--- src/rtl/key_gen_pkg.sv ---
// Shared types and constants for the key bounce generator.
// Latency: n/a (package only).
// Backpressure: n/a.
package key_gen_pkg;

  typedef enum logic [2:0] {
    IDLE,
    PRESS,
    HOLD,
    RELEASE,
    SETTLE
  } key_state_e;

  localparam logic [15:0] LFSR_SEED = 16'hACE1;
  // Galois form, taps 16,14,13,11, shifting right.
  localparam logic [15:0] LFSR_TAPS = 16'hB400;

  function automatic logic [15:0] lfsr_step(input logic [15:0] q);
    return q[0] ? ((q >> 1) ^ LFSR_TAPS) : (q >> 1);
  endfunction

endpackage

--- src/rtl/key_bounce_gen_lfsr16.sv ---
// 16-bit Galois LFSR, free-running, advances every cycle.
// Latency: q_o updates one cycle after each edge; seed loaded on reset.
// Backpressure: none, no handshake.
// Ports: clk_i clock, rst_i sync active-high reset, q_o current LFSR state.
module lfsr16
  import key_gen_pkg::*;
(
  input  logic        clk_i,
  input  logic        rst_i,
  output logic [15:0] q_o
);

  always_ff @(posedge clk_i) begin
    if (rst_i) q_o <= LFSR_SEED;
    else       q_o <= lfsr_step(q_o);
  end

endmodule

--- src/rtl/key_bounce_gen.sv ---
// Generates one active-low key press with bounce on both edges, hold and settle.
// Latency: key_o toggles on the edge that accepts start_i; done_o ends the settle gap.
// Backpressure: start_i accepted only in IDLE outside the done_o cycle; otherwise dropped.
// Ports: clk_i, rst_i (sync, active-high), start_i, hold_i[HOLD_W] ->
//        key_o (1 = released), busy_o, done_o, press_cnt_o[8].
// Build option: KEY_BOUNCE_LFSR_EN selects pseudo-random gaps; default is a fixed gap.
module key_bounce_gen
  import key_gen_pkg::*;
#(
  parameter int BOUNCE_PAIRS = 2,
  parameter int GAP_W        = 3,
  parameter int HOLD_W       = 16
) (
  input  logic              clk_i,
  input  logic              rst_i,
  input  logic              start_i,
  input  logic [HOLD_W-1:0] hold_i,
  output logic              key_o,
  output logic              busy_o,
  output logic              done_o,
  output logic [7:0]        press_cnt_o
);

  localparam int TOG_W = $clog2(2*BOUNCE_PAIRS + 1);
  localparam logic [TOG_W-1:0] TOG_LOAD = TOG_W'(2*BOUNCE_PAIRS);

  key_state_e        state_q, state_d;
  logic              key_q, key_d;
  logic              done_q, done_d;
  logic [7:0]        cnt_q, cnt_d;
  logic [GAP_W-1:0]  gap_q, gap_d;
  logic [HOLD_W-1:0] hold_q, hold_d;
  logic [TOG_W-1:0]  tog_q, tog_d;
  // The gap counter holds (gap - 1): a toggle fires on the cycle it reads 0,
  // so a gap of g puts g cycles between consecutive toggles.
  logic [GAP_W-1:0]  gap_load;

`ifdef KEY_BOUNCE_LFSR_EN
  logic [15:0] lfsr_q;

  lfsr16 u_lfsr (
    .clk_i (clk_i),
    .rst_i (rst_i),
    .q_o   (lfsr_q)
  );

  assign gap_load = lfsr_q[GAP_W-1:0];
`else
  assign gap_load = GAP_W'((1 << (GAP_W-1)) - 1);
`endif

  always_ff @(posedge clk_i) begin
    if (rst_i) begin
      state_q <= IDLE;
      key_q   <= 1'b1;
      done_q  <= 1'b0;
      cnt_q   <= '0;
      gap_q   <= '0;
      hold_q  <= '0;
      tog_q   <= '0;
    end else begin
      state_q <= state_d;
      key_q   <= key_d;
      done_q  <= done_d;
      cnt_q   <= cnt_d;
      gap_q   <= gap_d;
      hold_q  <= hold_d;
      tog_q   <= tog_d;
    end
  end

  always_comb begin
    state_d = state_q;
    key_d   = key_q;
    done_d  = 1'b0;
    cnt_d   = cnt_q;
    gap_d   = gap_q;
    hold_d  = hold_q;
    tog_d   = tog_q;
    case (state_q)
      IDLE: begin
        // done_q marks the last busy cycle; a start there is dropped.
        if (start_i && !done_q) begin
          hold_d  = (hold_i == '0) ? HOLD_W'(1) : hold_i;
          key_d   = 1'b0;
          tog_d   = TOG_LOAD;
          gap_d   = gap_load;
          state_d = PRESS;
        end
      end
      PRESS, RELEASE: begin
        if (gap_q != '0) begin
          gap_d = gap_q - 1'b1;
        end else begin
          key_d = ~key_q;
          tog_d = tog_q - 1'b1;
          gap_d = gap_load;   // also seeds the settle period after RELEASE
          if (tog_q == TOG_W'(1)) state_d = (state_q == PRESS) ? HOLD : SETTLE;
        end
      end
      HOLD: begin
        if (hold_q == HOLD_W'(1)) begin
          key_d   = 1'b1;
          tog_d   = TOG_LOAD;
          gap_d   = gap_load;
          state_d = RELEASE;
        end else begin
          hold_d = hold_q - 1'b1;
        end
      end
      SETTLE: begin
        if (gap_q != '0) begin
          gap_d = gap_q - 1'b1;
        end else begin
          done_d  = 1'b1;
          cnt_d   = cnt_q + 8'd1;
          state_d = IDLE;
        end
      end
      default: state_d = IDLE;
    endcase
  end

  assign key_o       = key_q;
  assign done_o      = done_q;
  assign press_cnt_o = cnt_q;
  // The FSM is already in IDLE while done_o is shown, so busy covers that cycle too.
  assign busy_o      = (state_q != IDLE) || done_q;

endmodule

--- config.mk ---
export PLATFORM = sky130hd
export DESIGN_NAME = key_bounce_gen
export DESIGN_NICKNAME = d
export VERILOG_FILES = /design/src/rtl/key_gen_pkg.sv /design/src/rtl/key_bounce_gen_lfsr16.sv /design/src/rtl/key_bounce_gen.sv
export SDC_FILE = /design/constraint.sdc
export NUM_CORES = 1
export LEC_CHECK = 0
export CORE_AREA = 8 8 83 63
export DETAILED_ROUTE_END_ITERATION = 10
export DIE_AREA = 0 0 91 71
export PLACE_DENSITY = 0.89
export SYNTH_ARGS = -nofsm -noshare
export SYNTH_HDL_FRONTEND = slang
export SYNTH_SLANG_ARGS = --single-unit
--- constraint.sdc ---
create_clock -name clk_i -period 2.6 [get_ports clk_i]
set_input_delay 0.52 -clock clk_i [delete_from_list [all_inputs] [get_ports clk_i]]
set_output_delay 0.52 -clock clk_i [all_outputs]
set_load 0.01 [all_outputs]
==> Implementation_results.wiki <==
{| class="wikitable"
! Metric !! Value
|-
| Post-route ant nets || 0
|-
| I/O Buffers || 29
|-
| DR DRC count || 0
|-
| Number of buffers between clock root and the deepest sink || 2
|-
| Post-Synthesis Net Count || 285
|-
| H-tree Lvls || 2
|-
| Initial Utilization || 0.506
|-
| Final weighted congestion of routability-driven global placement || approximately 0.81
|-
| Highest net fanout along the worst path || 32
|-
| Final Cycle Share || 0.842
|-
| # IOs || 30
|-
| Overflow after GRT || 0
|-
| Final worst clock skew || between 0.003 and 0.004 ns
|-
| Cell types occupying the most area after synthesis || sky130_fd_sc_hd__dfxtp_1, sky130_fd_sc_hd__a21oi_1, sky130_fd_sc_hd__o21ai_0
|-
| Via count of the first global-routing pass || 1832
|-
| Placeable core area || 4050 sq um
|-
| Area growth syn-to-layout || 19.7%
|-
| Total of warnings raised by yosys || 0
|-
| Fraction of post-synthesis cell area in the top cell type by area || 0.341
|-
| TritonCTS clock tree || yes
|-
| First-pass DRT Iterations || 4
|-
| Number of rows created at floorplan || 20
|-
| Final worst path period need || 2.19 ns
|-
| Final Hold Violating Endpoints || 0
|-
| Per-instance average area after synthesis || around 7.9 sq um
|-
| Portion of the post-synthesis area used by sequential elements || 0.341
|-
| Post-synth EDFFs || 0
|-
| Worst Hold Class || reg -> reg
|-
| TritonCTS Sinks || 35
|-
| Post-detailed-route wirelength per cell || 14.7 microns
|-
| Setup-failing EPs final || 0
|-
| Top Family by Delay on Critical Path || simple AND/OR/NAND/NOR gates
|-
| FFs w/ async S/R, synth || 0
|-
| Number of buffers inserted by post-CTS setup repair || 0
|-
| Setup slack on the worst flop-to-flop path || between 0.4 and 0.5 ns
|-
| Total of hold buffers inserted after clock tree synthesis || 0
|-
| Clock Tree Root || sky130_fd_sc_hd__clkbuf_8
|-
| Proportion of layout cells with a drive suffix above 1 || 0.0813
|-
| Arr. time, crit path || ~2.4 ns
|-
| Die height || approximately 70 microns
|-
| Library cell appearing most often on the critical path || sky130_fd_sc_hd__a211oi_1
|-
| Total negative slack || 0 ns
|-
| Initial antenna violation count || 0
|-
| Maxcap violations || 0
|-
| Worst setup path category || reg -> reg
|-
| Post-synthesis instance total || about 260
|-
| Worst Hold Slack || ~0.48 ns
|-
| Leakage component of the power || 0.908 nW
|-
| Transition time at the pin with the least slew margin || 0.586 ns
|-
| Total Wirelength || 4960 microns
|-
| Maximum single-stage delay on the critical path || a little under 0.6 ns
|-
| Reg clk slew, reported paths || roughly 0.070 ns
|-
| Antenna cells || 0
|-
| Global-route wire length before repair || 8570 microns
|-
| Slowest CP cell || sky130_fd_sc_hd__or4_4
|-
| Kind of end point of the critical path || register
|-
| Sum of buffers and inverters on the critical path || 0
|-
| Floorplan die area || about 6500 sq um
|-
| Most used standard cell by instance count after synthesis || sky130_fd_sc_hd__dfxtp_1
|-
| Worst slew margin || 0.609
|-
| Count of vias placed by the detailed router || between 1500 and 2000
|-
| Number of DRC violations after detailed-routing iteration 0 || 170
|-
| Total power per unit cell area || between 900 and 1000 nW/um^2
|-
| Flop and latch count out of synthesis || 35
|-
| Achievable clock frequency || 0.457 GHz
|-
| Run status || completed
|-
| WP data required || ~2.8 ns
|-
| Cell type with the highest aggregate area in the netlist || sky130_fd_sc_hd__dfxtp_1
|-
| Final layout net count || 308
|-
| Max-slew violations || 0
|-
| Leading post-synthesis cells by instance count || sky130_fd_sc_hd__dfxtp_1, sky130_fd_sc_hd__a21oi_1, sky130_fd_sc_hd__nor2_1
|-
| Die span in x || 91 microns
|-
| Cell chain of the critical path || or4_4 -> nor4_4 -> a21o_2 -> a211oi_1 -> a211oi_1
|-
| Worst-Skew Late Latency || between 0.2 and 0.3 ns
|-
| Worst vdd ir || between 400 and 500 uV
|-
| Unique masters post-synth || 42
|-
| Most common flop cell mapped by yosys || sky130_fd_sc_hd__dfxtp_1
|-
| Half-perimeter wire length after detailed placement || around 3500 microns
|-
| Num CTS Buffers || 5
|-
| Post-cts gate resize count || 0
|-
| RSZ-0062 raised after global routing || no
|-
| Total of fill cells in the finished design || 358
|-
| Worst setup SP type || register
|-
| Maximum number of pins on one net before global-route repair || 41
|-
| Post-synth design cell area || approximately 2100 sq um
|-
| Post-DR vias/cell || about 5.8
|-
| Gr usage total || 0.160
|}
worst register-to-register path, cell delays in order (launching register included):
cell	delay, ns
sky130_fd_sc_hd__dfxtp_1	0.36
sky130_fd_sc_hd__or4_4	0.58
sky130_fd_sc_hd__nor4_4	0.31
sky130_fd_sc_hd__a21o_2	0.50
sky130_fd_sc_hd__a211oi_1	0.10
sky130_fd_sc_hd__a211oi_1	0.25
layout by cell type, fill, tap and decap left out, types with 3 or more instances in the layout:
| master | instances |
|---|---|
| sky130_fd_sc_hd__nor2_1 | 23 |
| sky130_fd_sc_hd__a31oi_1 | 3 |
| sky130_fd_sc_hd__or3b_2 | 3 |
| sky130_fd_sc_hd__nor2b_1 | 3 |
| sky130_fd_sc_hd__or2_2 | 4 |
| sky130_fd_sc_hd__nand2b_1 | 12 |
| sky130_fd_sc_hd__a22oi_1 | 3 |
| sky130_fd_sc_hd__dfxtp_1 | 35 |
| sky130_fd_sc_hd__clkdlybuf4s50_1 | 29 |
| sky130_fd_sc_hd__nor4_1 | 3 |
| sky130_fd_sc_hd__o31ai_1 | 3 |
| sky130_fd_sc_hd__xor2_1 | 5 |
| sky130_fd_sc_hd__o21ai_0 | 22 |
| sky130_fd_sc_hd__or4_1 | 6 |
| sky130_fd_sc_hd__a21oi_1 | 29 |
| sky130_fd_sc_hd__o32ai_1 | 5 |
| sky130_fd_sc_hd__nand2_1 | 10 |
| sky130_fd_sc_hd__nand3_1 | 7 |
| sky130_fd_sc_hd__clkbuf_8 | 5 |
| sky130_fd_sc_hd__a21o_1 | 4 |
| sky130_fd_sc_hd__nor3_1 | 15 |
| sky130_fd_sc_hd__ha_1 | 7 |
| sky130_fd_sc_hd__inv_1 | 10 |
| sky130_fd_sc_hd__o21a_1 | 3 |
worst paths after layout:
| path | startpoint | endpoint | cells after the start |
|---|---|---|---|
| hold / removal | hold_q[9] | hold_q[9] | 2 |
| setup / recovery | hold_q[11] | hold_q[1] | 5 |
| setup reg to reg | hold_q[11] | hold_q[1] | 5 |
| hold reg to reg | hold_q[9] | hold_q[9] | 2 |
layout make-up:
cell class                      count  area, sq um  share of cell area
Timing Repair Buffer               31          318               0.129
Multi-Input combinational cell    199         1250               0.509
Clock buffer                        7         76.3              0.0311
Tap cell                           55         68.8              0.0280
Inverter                           10         37.5              0.0153
Clock inverter                      1         5.00             0.00204
Sequential cell                    35          701               0.285
cell families after synthesis:
| group | count (synthesis) | synth area share |
|---|---|---|
| AND/OR/NAND/NOR | 101 | 0.283 |
| buffers and inverters | 25 | 0.0494 |
| XOR/XNOR | 7 | 0.0299 |
| flip-flops | 35 | 0.341 |
| adder cells (fa/ha/maj) | 7 | 0.0427 |
| multiplexers | 2 | 0.00975 |
| AO/OA/AOI/OAI | 82 | 0.244 |
power by group:
| part | switching [W] | total, W | internal [W] |
|---|---|---|---|
| Combinational | 0.000707 | 0.00119 | 0.000486 |
| Sequential | 0.000133 | 0.000796 | 0.000663 |
| Clock | 0.000187 | 0.000375 | 0.000188 |
| Total | 0.00103 | 0.00236 | 0.00134 |
per-layer routing:
layer / track usage / part of all wire / up-vias
met1: 0.204 / 0.47 / 898
met5: 0 / 0 / -
li1: - / - / 994
met3: 0.0381 / 0.061 / 7
met4: 0.0687 / 0.015 / 0
met2: 0.250 / 0.45 / 70
sequential cells by signal, summed over array words and instances (netlist names):
name,count
done_o,1
gap_q,3
hold_q,16
key_o,1
press_cnt_o,8
state_q,3
tog_q,3
per-stage QoR:
step	total power (W)	cell area [sq um]	utilization	setup WS (ns)	cells
CTS	0.00235	2460	0.606	0.432	338
finish	0.00236	2460	0.606	0.411	338
global route	0.00256	2460	0.606	0.199	338
floorplan	0.00170	2050	-	0.557	259
global placement	0.00193	2380	0.586	0.466	330
detailed placement	0.00197	2380	0.586	0.451	330
Note: power is estimated with default switching activity, not from simulation.
